## config.mk

```make
export PLATFORM = sky130hd
export DESIGN_NAME = score_keeper
export DESIGN_NICKNAME = d
export VERILOG_FILES = /design/src/rtl/score_keeper_pkg.sv /design/src/rtl/score_keeper_rising_edge.sv /design/src/rtl/score_keeper.sv
export SDC_FILE = /design/constraint.sdc
export NUM_CORES = 1
export LEC_CHECK = 0
export CORE_MARGIN = 10
export CORE_UTILIZATION = 40
export CTS_CLUSTER_DIAMETER = 100
export DETAILED_ROUTE_END_ITERATION = 10
export HOLD_SLACK_MARGIN = 0.03
export SKIP_LAST_GASP = 1
export SLEW_MARGIN = 10
export SYNTH_ARGS = -nofsm -noshare
export SYNTH_HDL_FRONTEND = slang
export SYNTH_SLANG_ARGS = --single-unit
```

## constraint.sdc

```tcl
create_clock -name i_Clk -period 1.95 [get_ports i_Clk]
set_input_delay 0.585 -clock i_Clk [delete_from_list [all_inputs] [get_ports i_Clk]]
set_output_delay 0.585 -clock i_Clk [all_outputs]
set_load 0.05 [all_outputs]
```

## src/rtl/score_keeper_pkg.sv

```systemverilog
// Shared Pong game definitions: FSM state encodings, winner codes and serve directions.
// Ball logic imports the same package so both sides agree on direction meaning.
package score_keeper_pkg;

  typedef enum logic [1:0] {
    StIdle     = 2'b00,
    StPlay     = 2'b01,
    StPoint    = 2'b10,
    StGameOver = 2'b11
  } state_e;

  localparam logic [1:0] WinNone = 2'b00;
  localparam logic [1:0] WinP1   = 2'b01;
  localparam logic [1:0] WinP2   = 2'b10;

  localparam logic ServeToP1 = 1'b0;
  localparam logic ServeToP2 = 1'b1;

endpackage

```

## src/rtl/score_keeper_rising_edge.sv

```systemverilog
// Registered 1-bit rising-edge detector: o_Edge pulses for one cycle after the input rises.
module score_keeper_rising_edge (
  input  logic i_Clk,
  input  logic i_Reset,
  input  logic i_Level,
  output logic o_Edge
);

  logic prev_q;
  logic edge_q;

  always_ff @(posedge i_Clk) begin
    if (i_Reset) begin
      prev_q <= 1'b0;
      edge_q <= 1'b0;
    end else begin
      prev_q <= i_Level;
      edge_q <= i_Level & ~prev_q;
    end
  end

  assign o_Edge = edge_q;

endmodule

```

## src/rtl/score_keeper.sv

```systemverilog
// Pong game-state and scoring controller: counts points, sequences serves and game over.
// Optional winner-score blinking in GAME_OVER is enabled by defining SCORE_KEEPER_BLINK_EN.
module score_keeper
  import score_keeper_pkg::*;
#(
  parameter int unsigned p_WIN_SCORE    = 9,
  parameter int unsigned p_SERVE_FRAMES = 60
) (
  input  logic       i_Clk,
  input  logic       i_Reset,
  input  logic       i_Frame_Tick,
  input  logic       i_Start,
  input  logic       i_P1_Miss,
  input  logic       i_P2_Miss,
  output logic [3:0] o_P1_Score,
  output logic [3:0] o_P2_Score,
  output logic       o_Game_Active,
  output logic       o_Serve,
  output logic       o_Serve_Dir,
  output logic [1:0] o_Winner,
  output logic       o_P1_Blank,
  output logic       o_P2_Blank
);

  localparam logic [3:0] WinScore    = 4'(p_WIN_SCORE);
  localparam logic [7:0] ServeFrames = 8'(p_SERVE_FRAMES);

  logic start_edge, p1_miss_edge, p2_miss_edge;

  score_keeper_rising_edge u_start_edge (
    .i_Clk   (i_Clk),
    .i_Reset (i_Reset),
    .i_Level (i_Start),
    .o_Edge  (start_edge)
  );

  score_keeper_rising_edge u_p1_miss_edge (
    .i_Clk   (i_Clk),
    .i_Reset (i_Reset),
    .i_Level (i_P1_Miss),
    .o_Edge  (p1_miss_edge)
  );

  score_keeper_rising_edge u_p2_miss_edge (
    .i_Clk   (i_Clk),
    .i_Reset (i_Reset),
    .i_Level (i_P2_Miss),
    .o_Edge  (p2_miss_edge)
  );

  state_e     state_q, state_d;
  logic [3:0] p1_score_q, p1_score_d;
  logic [3:0] p2_score_q, p2_score_d;
  logic [1:0] winner_q, winner_d;
  logic [7:0] serve_cnt_q, serve_cnt_d;
  logic       serve_q, serve_d;
  logic       dir_q, dir_d;
  logic       active_q;

  always_comb begin
    state_d     = state_q;
    p1_score_d  = p1_score_q;
    p2_score_d  = p2_score_q;
    winner_d    = winner_q;
    serve_cnt_d = serve_cnt_q;
    serve_d     = 1'b0;
    dir_d       = dir_q;
    unique case (state_q)
      StIdle, StGameOver: begin
        if (start_edge) begin
          p1_score_d = 4'd0;
          p2_score_d = 4'd0;
          winner_d   = WinNone;
          serve_d    = 1'b1;
          dir_d      = ServeToP2;
          state_d    = StPlay;
        end
      end
      StPlay: begin
        // Simultaneous misses cancel out; only a lone miss scores.
        if (p1_miss_edge && !p2_miss_edge) begin
          p2_score_d = p2_score_q + 4'd1;
          if (p2_score_d == WinScore) begin
            winner_d = WinP2;
            state_d  = StGameOver;
          end else begin
            serve_cnt_d = 8'd0;
            dir_d       = ServeToP1;
            state_d     = StPoint;
          end
        end else if (p2_miss_edge && !p1_miss_edge) begin
          p1_score_d = p1_score_q + 4'd1;
          if (p1_score_d == WinScore) begin
            winner_d = WinP1;
            state_d  = StGameOver;
          end else begin
            serve_cnt_d = 8'd0;
            dir_d       = ServeToP2;
            state_d     = StPoint;
          end
        end
      end
      StPoint: begin
        if (i_Frame_Tick) begin
          serve_cnt_d = serve_cnt_q + 8'd1;
          if (serve_cnt_d == ServeFrames) begin
            serve_d = 1'b1;
            state_d = StPlay;
          end
        end
      end
      default: state_d = StIdle;
    endcase
  end

  always_ff @(posedge i_Clk) begin
    if (i_Reset) begin
      state_q     <= StIdle;
      p1_score_q  <= 4'd0;
      p2_score_q  <= 4'd0;
      winner_q    <= WinNone;
      serve_cnt_q <= 8'd0;
      serve_q     <= 1'b0;
      dir_q       <= 1'b0;
      active_q    <= 1'b0;
    end else begin
      state_q     <= state_d;
      p1_score_q  <= p1_score_d;
      p2_score_q  <= p2_score_d;
      winner_q    <= winner_d;
      serve_cnt_q <= serve_cnt_d;
      serve_q     <= serve_d;
      dir_q       <= dir_d;
      active_q    <= (state_d == StPlay);
    end
  end

`ifdef SCORE_KEEPER_BLINK_EN
  logic [4:0] blink_cnt_q, blink_cnt_d;
  logic       p1_blank_q, p2_blank_q;

  always_comb begin
    blink_cnt_d = blink_cnt_q;
    if (state_d == StGameOver && state_q != StGameOver) begin
      blink_cnt_d = 5'd0;
    end else if (state_q == StGameOver && i_Frame_Tick) begin
      blink_cnt_d = blink_cnt_q + 5'd1;
    end
  end

  always_ff @(posedge i_Clk) begin
    if (i_Reset) begin
      blink_cnt_q <= 5'd0;
      p1_blank_q  <= 1'b0;
      p2_blank_q  <= 1'b0;
    end else begin
      blink_cnt_q <= blink_cnt_d;
      p1_blank_q  <= (state_d == StGameOver) && (winner_d == WinP1) && blink_cnt_d[4];
      p2_blank_q  <= (state_d == StGameOver) && (winner_d == WinP2) && blink_cnt_d[4];
    end
  end

  assign o_P1_Blank = p1_blank_q;
  assign o_P2_Blank = p2_blank_q;
`else
  assign o_P1_Blank = 1'b0;
  assign o_P2_Blank = 1'b0;
`endif

  assign o_P1_Score    = p1_score_q;
  assign o_P2_Score    = p2_score_q;
  assign o_Game_Active = active_q;
  assign o_Serve       = serve_q;
  assign o_Serve_Dir   = dir_q;
  assign o_Winner      = winner_q;

endmodule

```

* Word-level counts from Yosys, hierarchy flattened
Cells that the tools add are included.
** Cells by class
- Mux-type cells :: 36
- Reduce and logical (&&, ||, !) cells :: 13
- Bitwise logic cells :: 6
- Add/subtract/negate cells :: 3
- Equality and inequality tests :: 17
** Operators with widths (number)
- 8-bit two-way mux :: 5
- 2-bit two-way mux :: 10
- 4-bit two-way mux :: 4
- 4-bit one-hot mux with 2 select lines :: 2
- 8-bit one-hot mux with 2 select lines :: 1
- 3-bit != test (second input constant) :: 5
- 5-bit AND reduction :: 3
- 1-bit two-way mux :: 10
- 4-bit by 1-bit adder with 4-bit output (second input constant) :: 2
- 8-bit by 1-bit adder with 8-bit output (second input constant) :: 1
- 4-bit equality test (second input constant) :: 2
- 8-bit by 6-bit equality test with 1-bit output (second input constant) :: 1
- 2-bit != test (second input constant) :: 4
- 2-bit one-hot mux with 3 select lines :: 1
- 2-bit by 1-bit equality test with 1-bit output (second input constant) :: 2
- 2-bit equality test (second input constant) :: 2
- 1-bit one-hot mux with 2 select lines :: 2
- 2-bit one-hot mux with 2 select lines :: 1
- 4-bit AND reduction :: 1
- 2-bit nonzero test :: 2
- 1-bit bitwise AND :: 3
- 1-bit NOT :: 3
- 3-bit AND reduction :: 1
- 1-bit logical AND :: 2
- 4 further kinds :: 5
** Storage, ports and cells
- Word-level logic and storage cells :: 89
- Register bits after elaboration :: 29
- Output and inout port bits :: 15
- Input port bits :: 6

* Depth between registers and ports, before layout
- Depth after elaboration :: 7
- Mapped depth :: 9
- Depth with buffers taken out :: 8

* By module
Synthesis repeated with hierarchy kept, for this count alone.
** Second synthesis, totals
- Cells, all modules :: 220
- Area total of the unflattened synthesis :: 1804.2 um^2
** Modules (own cells, without submodules)
- score_keeper :: seq. area each 460.4 um^2, cells an instance 208, times used 1, area an instance 1627.8 um^2
- score_keeper_rising_edge :: seq. area each 40.0 um^2, cells an instance 4, times used 3, area an instance 58.8 um^2

* Worst setup path after synthesis
No wires, ideal clock.
- Path type :: register -> register
- Start :: register p1_score_q[1] (netlist: o_P1_Score[1])
- End :: register serve_cnt_q[1]
- Setup slack :: -0.338 ns
- Period minus slack after synthesis :: 2.288 ns
- Required time :: 1.828 ns
- Cell stages (with the launch flop) :: 9
- Data arrival time :: 2.167 ns
- Library setup time :: 0.122 ns
- Buffers on the path :: 1
- Path through :: dfxtp_1 > ha_1 > nand4_1 > nor4b_2 > a41oi_2 > a31oi_2 > buf_6 > mux2i_1 > a21oi_1
** On the way
- Cells in the longest elaborated chain, start to end :: 4
** Ends and longest elaborated chain
- start, declared :: RTL line score_keeper.sv:52 : logic [3:0] p1_score_q, p1_score_d;
- start signal, assigned :: RTL line score_keeper.sv:128 : p1_score_q <= p1_score_d;
- 4-bit by 1-bit adder with 4-bit output :: RTL line score_keeper.sv:92 : p1_score_d = p1_score_q + 4'd1;
- 4-bit equality test :: RTL line score_keeper.sv:93 : if (p1_score_d == WinScore) begin
- 3-bit != test (no source line)
- 5-bit AND reduction (no source line)
- end signal, assigned :: RTL line score_keeper.sv:131 : serve_cnt_q <= serve_cnt_d;
- end, declared :: RTL line score_keeper.sv:55 : logic [7:0] serve_cnt_q, serve_cnt_d;
Every way passes these cells.
A chain may end at the register's enable or synchronous reset.

* Worst setup path after layout
- Start :: register p1_score_q[0] (netlist: o_P1_Score[0])
- End :: register serve_cnt_q[4]
The elaborated chain is that of the path after synthesis.

==> flow_summary.toml <==
[worst_setup_path]
crit_family = "compound AO/OA/AOI/OAI gates"
cpMaxStageDelayCell = "sky130_fd_sc_hd__or4_1"
critPathMaxFanout = 7
worst_ep_required_time_ns = 2.16
timing.critical_path.to = "serve_cnt_q[4]$_SDFFE_PP0P_"
setup.worst_path.start_class = "register"
crit-reg2reg-launch = "o_P1_Score[0]$_SDFFE_PP0P_"
worst-r2r-setup-slack_ns = -0.02
worstPathArrival_ns = 2.18
type_of_destination_of_the_critical_path = "register"
critical_path_cell_count = 8
setup.worst_path.start = "o_P1_Score[0]$_SDFFE_PP0P_"
crit_buf_inv = 1
criticalPathCategory = "reg -> reg"
worstPathCellList = "ha_4 > or2_1 > o21ai_2 > a41oi_4 > buf_4 > a31oi_4 > or4_1 > a21oi_1"
rr_worst_depth = 8
timing.critical_path.slowest_cell_delay_ns = 0.49
rr_endpoint = "serve_cnt_q[4]$_SDFFE_PP0P_"

[cts]
clock_insertion_delay_worst_skew_ns = 0.28
numCtsBuffers = 5
cts.sinks = 29
ctsHoldBuffers = 0
ctsRootBufferMaster = "sky130_fd_sc_hd__clkbuf_8"
clk_pin_slew_ns = 0.06
cts_max_level = 2
tritoncts = "done"
buffer_levels_on_the_longest_clock_path = 2

[floorplan]
die_area_mm2 = 0.00701
std_cell_rows = 23
chipHeight_um = 83.7
io_pins = 21
core-area_mm2 = 0.00397
initial_utilization_pct = 40.9
die_x_um = 83.7

[layout]
final_core_util_pct = 56.6
nets = 254
mostFrequentLayoutCell = "sky130_fd_sc_hd__buf_4"
areaGrowthSynthToFinish_pct = 38.3
share_of_final_layout_standard_cells_stronger_than_drive_strength_1_pct = 30.5
final_cell_area_mm2 = 0.00225
fillCellCount = 358
num_antenna_cells = 0
most-common-layout-cells = "sky130_fd_sc_hd__buf_4 (33), sky130_fd_sc_hd__dfxtp_1 (23), sky130_fd_sc_hd__nand2_1 (18), sky130_fd_sc_hd__a21oi_1 (18), sky130_fd_sc_hd__nor2_1 (15)"

[routing]
drt_pre_antenna_iters = 4
ant_nets = 0
number_of_vias_after_detailed_routing = 1515
dr.first_iter.drc_count = 121
avgViaCountPerCell = 5.24
detail_route.drc_violations = 0
wl_per_cell_um = 14.2
overall_routed_net_length_mm = 4.12

[global_routing]
grt_antenna_before_repair = 0
global_route_wire_length_before_repair_mm = 6.99
globalRoute.totalOverflow = 0
grt_util_all_layers_pct = 11.7
grt_max_degree = 27
vias_in_the_first_global_route = 1474

[timing]
final.setup.worst_slack_ns = -0.0228
post-route-min-period_ns = 1.97
max_freq_mhz = 507
setup_tns_ns = -0.0315
timing.final.crit_share_pct = 101
grt_setup_unrepaired = "yes"
setup_viol_count_final = 3
timing.final.max_slew_violations = 0
clock_skew_ns = 0.00246
timing.final.hold_violations = 0

[job]
max_cap_violations = 0

[power]
netSwitchingPower_mw = 0.489
static-leakage-power_nw = 0.862
seq_power_share_pct = 38.0
combPwrFrac_pct = 25.4
irDropWorstVdd_mv = 0.419
fin_total_pwr_mw = 1.66
power.share.clock_pct = 36.6
power_report.internal_total_mw = 1.17
cellPowerDensity_mw_per_mm2 = 737
power_switching_share_pct = 29.5

[synthesis]
postSynthCellCount = 195
syn_avg_cell_area_um2 = 8.33
ys_flop_type = "sky130_fd_sc_hd__dfxtp_1"
synth.ff_latch_count = 29
synthesis.area_mm2 = 0.00162
yosysSeqAreaShare_pct = 35.7
synth_enable_flop_cells = 0
synth-async-reset-ratio_pct = 0
synth_warnings = 0
netlist-cell-type-count = 46

[placed_design]
port_buffers = 18
detailed_place_hpwl_mm = 2.89
gpl.final_weighted_congestion = 0.839
placed_cell_area_mm2 = 0.00199
post-place-ws_ns = -0.317

[status]
status = "finished with violations"
violations = "negative setup slack"

[min_path]
min_path_type = "reg -> reg"
## per-layer routing
layer / track usage [%] / part of all wire (%)
met1: 13.9 / 46
met2: 18.8 / 49
met3: 4.69 / 5.3
met4: 3.35 / 0.19
met5: 0 / 0
## logic make-up (layout without fill, tap and decap cells)
family	after synthesis	in the layout	synth area share, %
adder cells (fa/ha/maj)	10	10	7.70
other	1	2	0.231
AND/OR/NAND/NOR	78	78	26.4
buffers and inverters	23	65	7.24
AO/OA/AOI/OAI	49	50	19.6
flip-flops	29	29	35.7
multiplexers	4	4	2.54
XOR/XNOR	1	1	0.539
## state kept, by name, summed over array words and instances (netlist names)
signal	cells
u_p2_miss_edge.o_Edge	1
o_Serve	1
o_Serve_Dir	1
u_start_edge.o_Edge	1
serve_cnt_q	8
o_Game_Active	1
state_q	2
o_P1_Score	4
o_Winner	2
u_p1_miss_edge.prev_q	1
o_P2_Score	4
u_p1_miss_edge.o_Edge	1
u_p2_miss_edge.prev_q	1
u_start_edge.prev_q	1
## metrics by stage
step	hold WS [ns]	std cells
floorplan	0.367	196
global placement	0.371	278
detailed placement	0.377	278
CTS	0.386	287
global route	0.403	289
finish	0.383	289
## cell usage after synthesis, types with 3 or more instances
cell type,n,area (um2)
sky130_fd_sc_hd__nand2_1,18,67.6
sky130_fd_sc_hd__buf_4,3,22.5
sky130_fd_sc_hd__nor2_1,16,60.1
sky130_fd_sc_hd__inv_1,13,48.8
sky130_fd_sc_hd__o31ai_1,3,22.5
sky130_fd_sc_hd__nand3b_1,3,22.5
sky130_fd_sc_hd__o21ai_0,10,50.1
sky130_fd_sc_hd__nand4_1,5,31.3
sky130_fd_sc_hd__ha_1,10,125
sky130_fd_sc_hd__nor3_1,4,20.0
sky130_fd_sc_hd__nor2b_1,11,68.8
sky130_fd_sc_hd__clkbuf_1,3,11.3
sky130_fd_sc_hd__a21oi_1,18,90.1
sky130_fd_sc_hd__nand2b_1,4,25.0
sky130_fd_sc_hd__dfxtp_1,29,581
sky130_fd_sc_hd__a21o_1,4,30.0
sky130_fd_sc_hd__or4_1,4,30.0
sky130_fd_sc_hd__mux2i_1,3,30.0
## final cells by class
| cell class | count | area [um2] | share of cell area (%) |
|---|---|---|---|
| multi-input combinational | 145 | 1050 | 46.6 |
| sequential | 29 | 593 | 26.4 |
| timing repair buffer | 44 | 385 | 17.2 |
| clock buffer | 6 | 72.6 | 3.23 |
| tap | 50 | 62.6 | 2.79 |
| inverter | 13 | 51.3 | 2.28 |
| clock inverter | 2 | 33.8 | 1.50 |
## worst min path at each step
stage / to / cells past startpoint / slack [ns] / startpoint
after floorplan: u_p1_miss_edge.o_Edge$_SDFF_PP0_ / 1 / 0.37 / u_p1_miss_edge.prev_q$_SDFF_PP0_
final: u_p1_miss_edge.o_Edge$_SDFF_PP0_ / 1 / 0.38 / u_p1_miss_edge.prev_q$_SDFF_PP0_
after global routing: u_p2_miss_edge.o_Edge$_SDFF_PP0_ / 1 / 0.40 / u_p2_miss_edge.prev_q$_SDFF_PP0_
after detailed placement: u_start_edge.o_Edge$_SDFF_PP0_ / 1 / 0.38 / u_start_edge.prev_q$_SDFF_PP0_
after CTS: u_start_edge.o_Edge$_SDFF_PP0_ / 1 / 0.39 / u_start_edge.prev_q$_SDFF_PP0_
after global placement: u_start_edge.o_Edge$_SDFF_PP0_ / 1 / 0.37 / u_start_edge.prev_q$_SDFF_PP0_
## power groups by stage
| stage | combinational, mW | clock, mW | sequential (mW) |
|---|---|---|---|
| finish | 0.420 | 0.606 | 0.629 |
| global route | 0.454 | 0.650 | 0.632 |
| CTS | 0.409 | 0.618 | 0.629 |
| detailed placement | 0.385 | 0 | 0.639 |
| global placement | 0.377 | 0 | 0.640 |
| floorplan | 0.203 | 0 | 0.681 |
## what timing repair did
action                                  in CTS  in global routing
resized for setup                           14                 12
setup buffers                                0                  2
pin swaps                                    7                  5
cloned                                       1                  0
endpoints found under the setup margin       7                 12
Power figures use the tool's default switching activity.
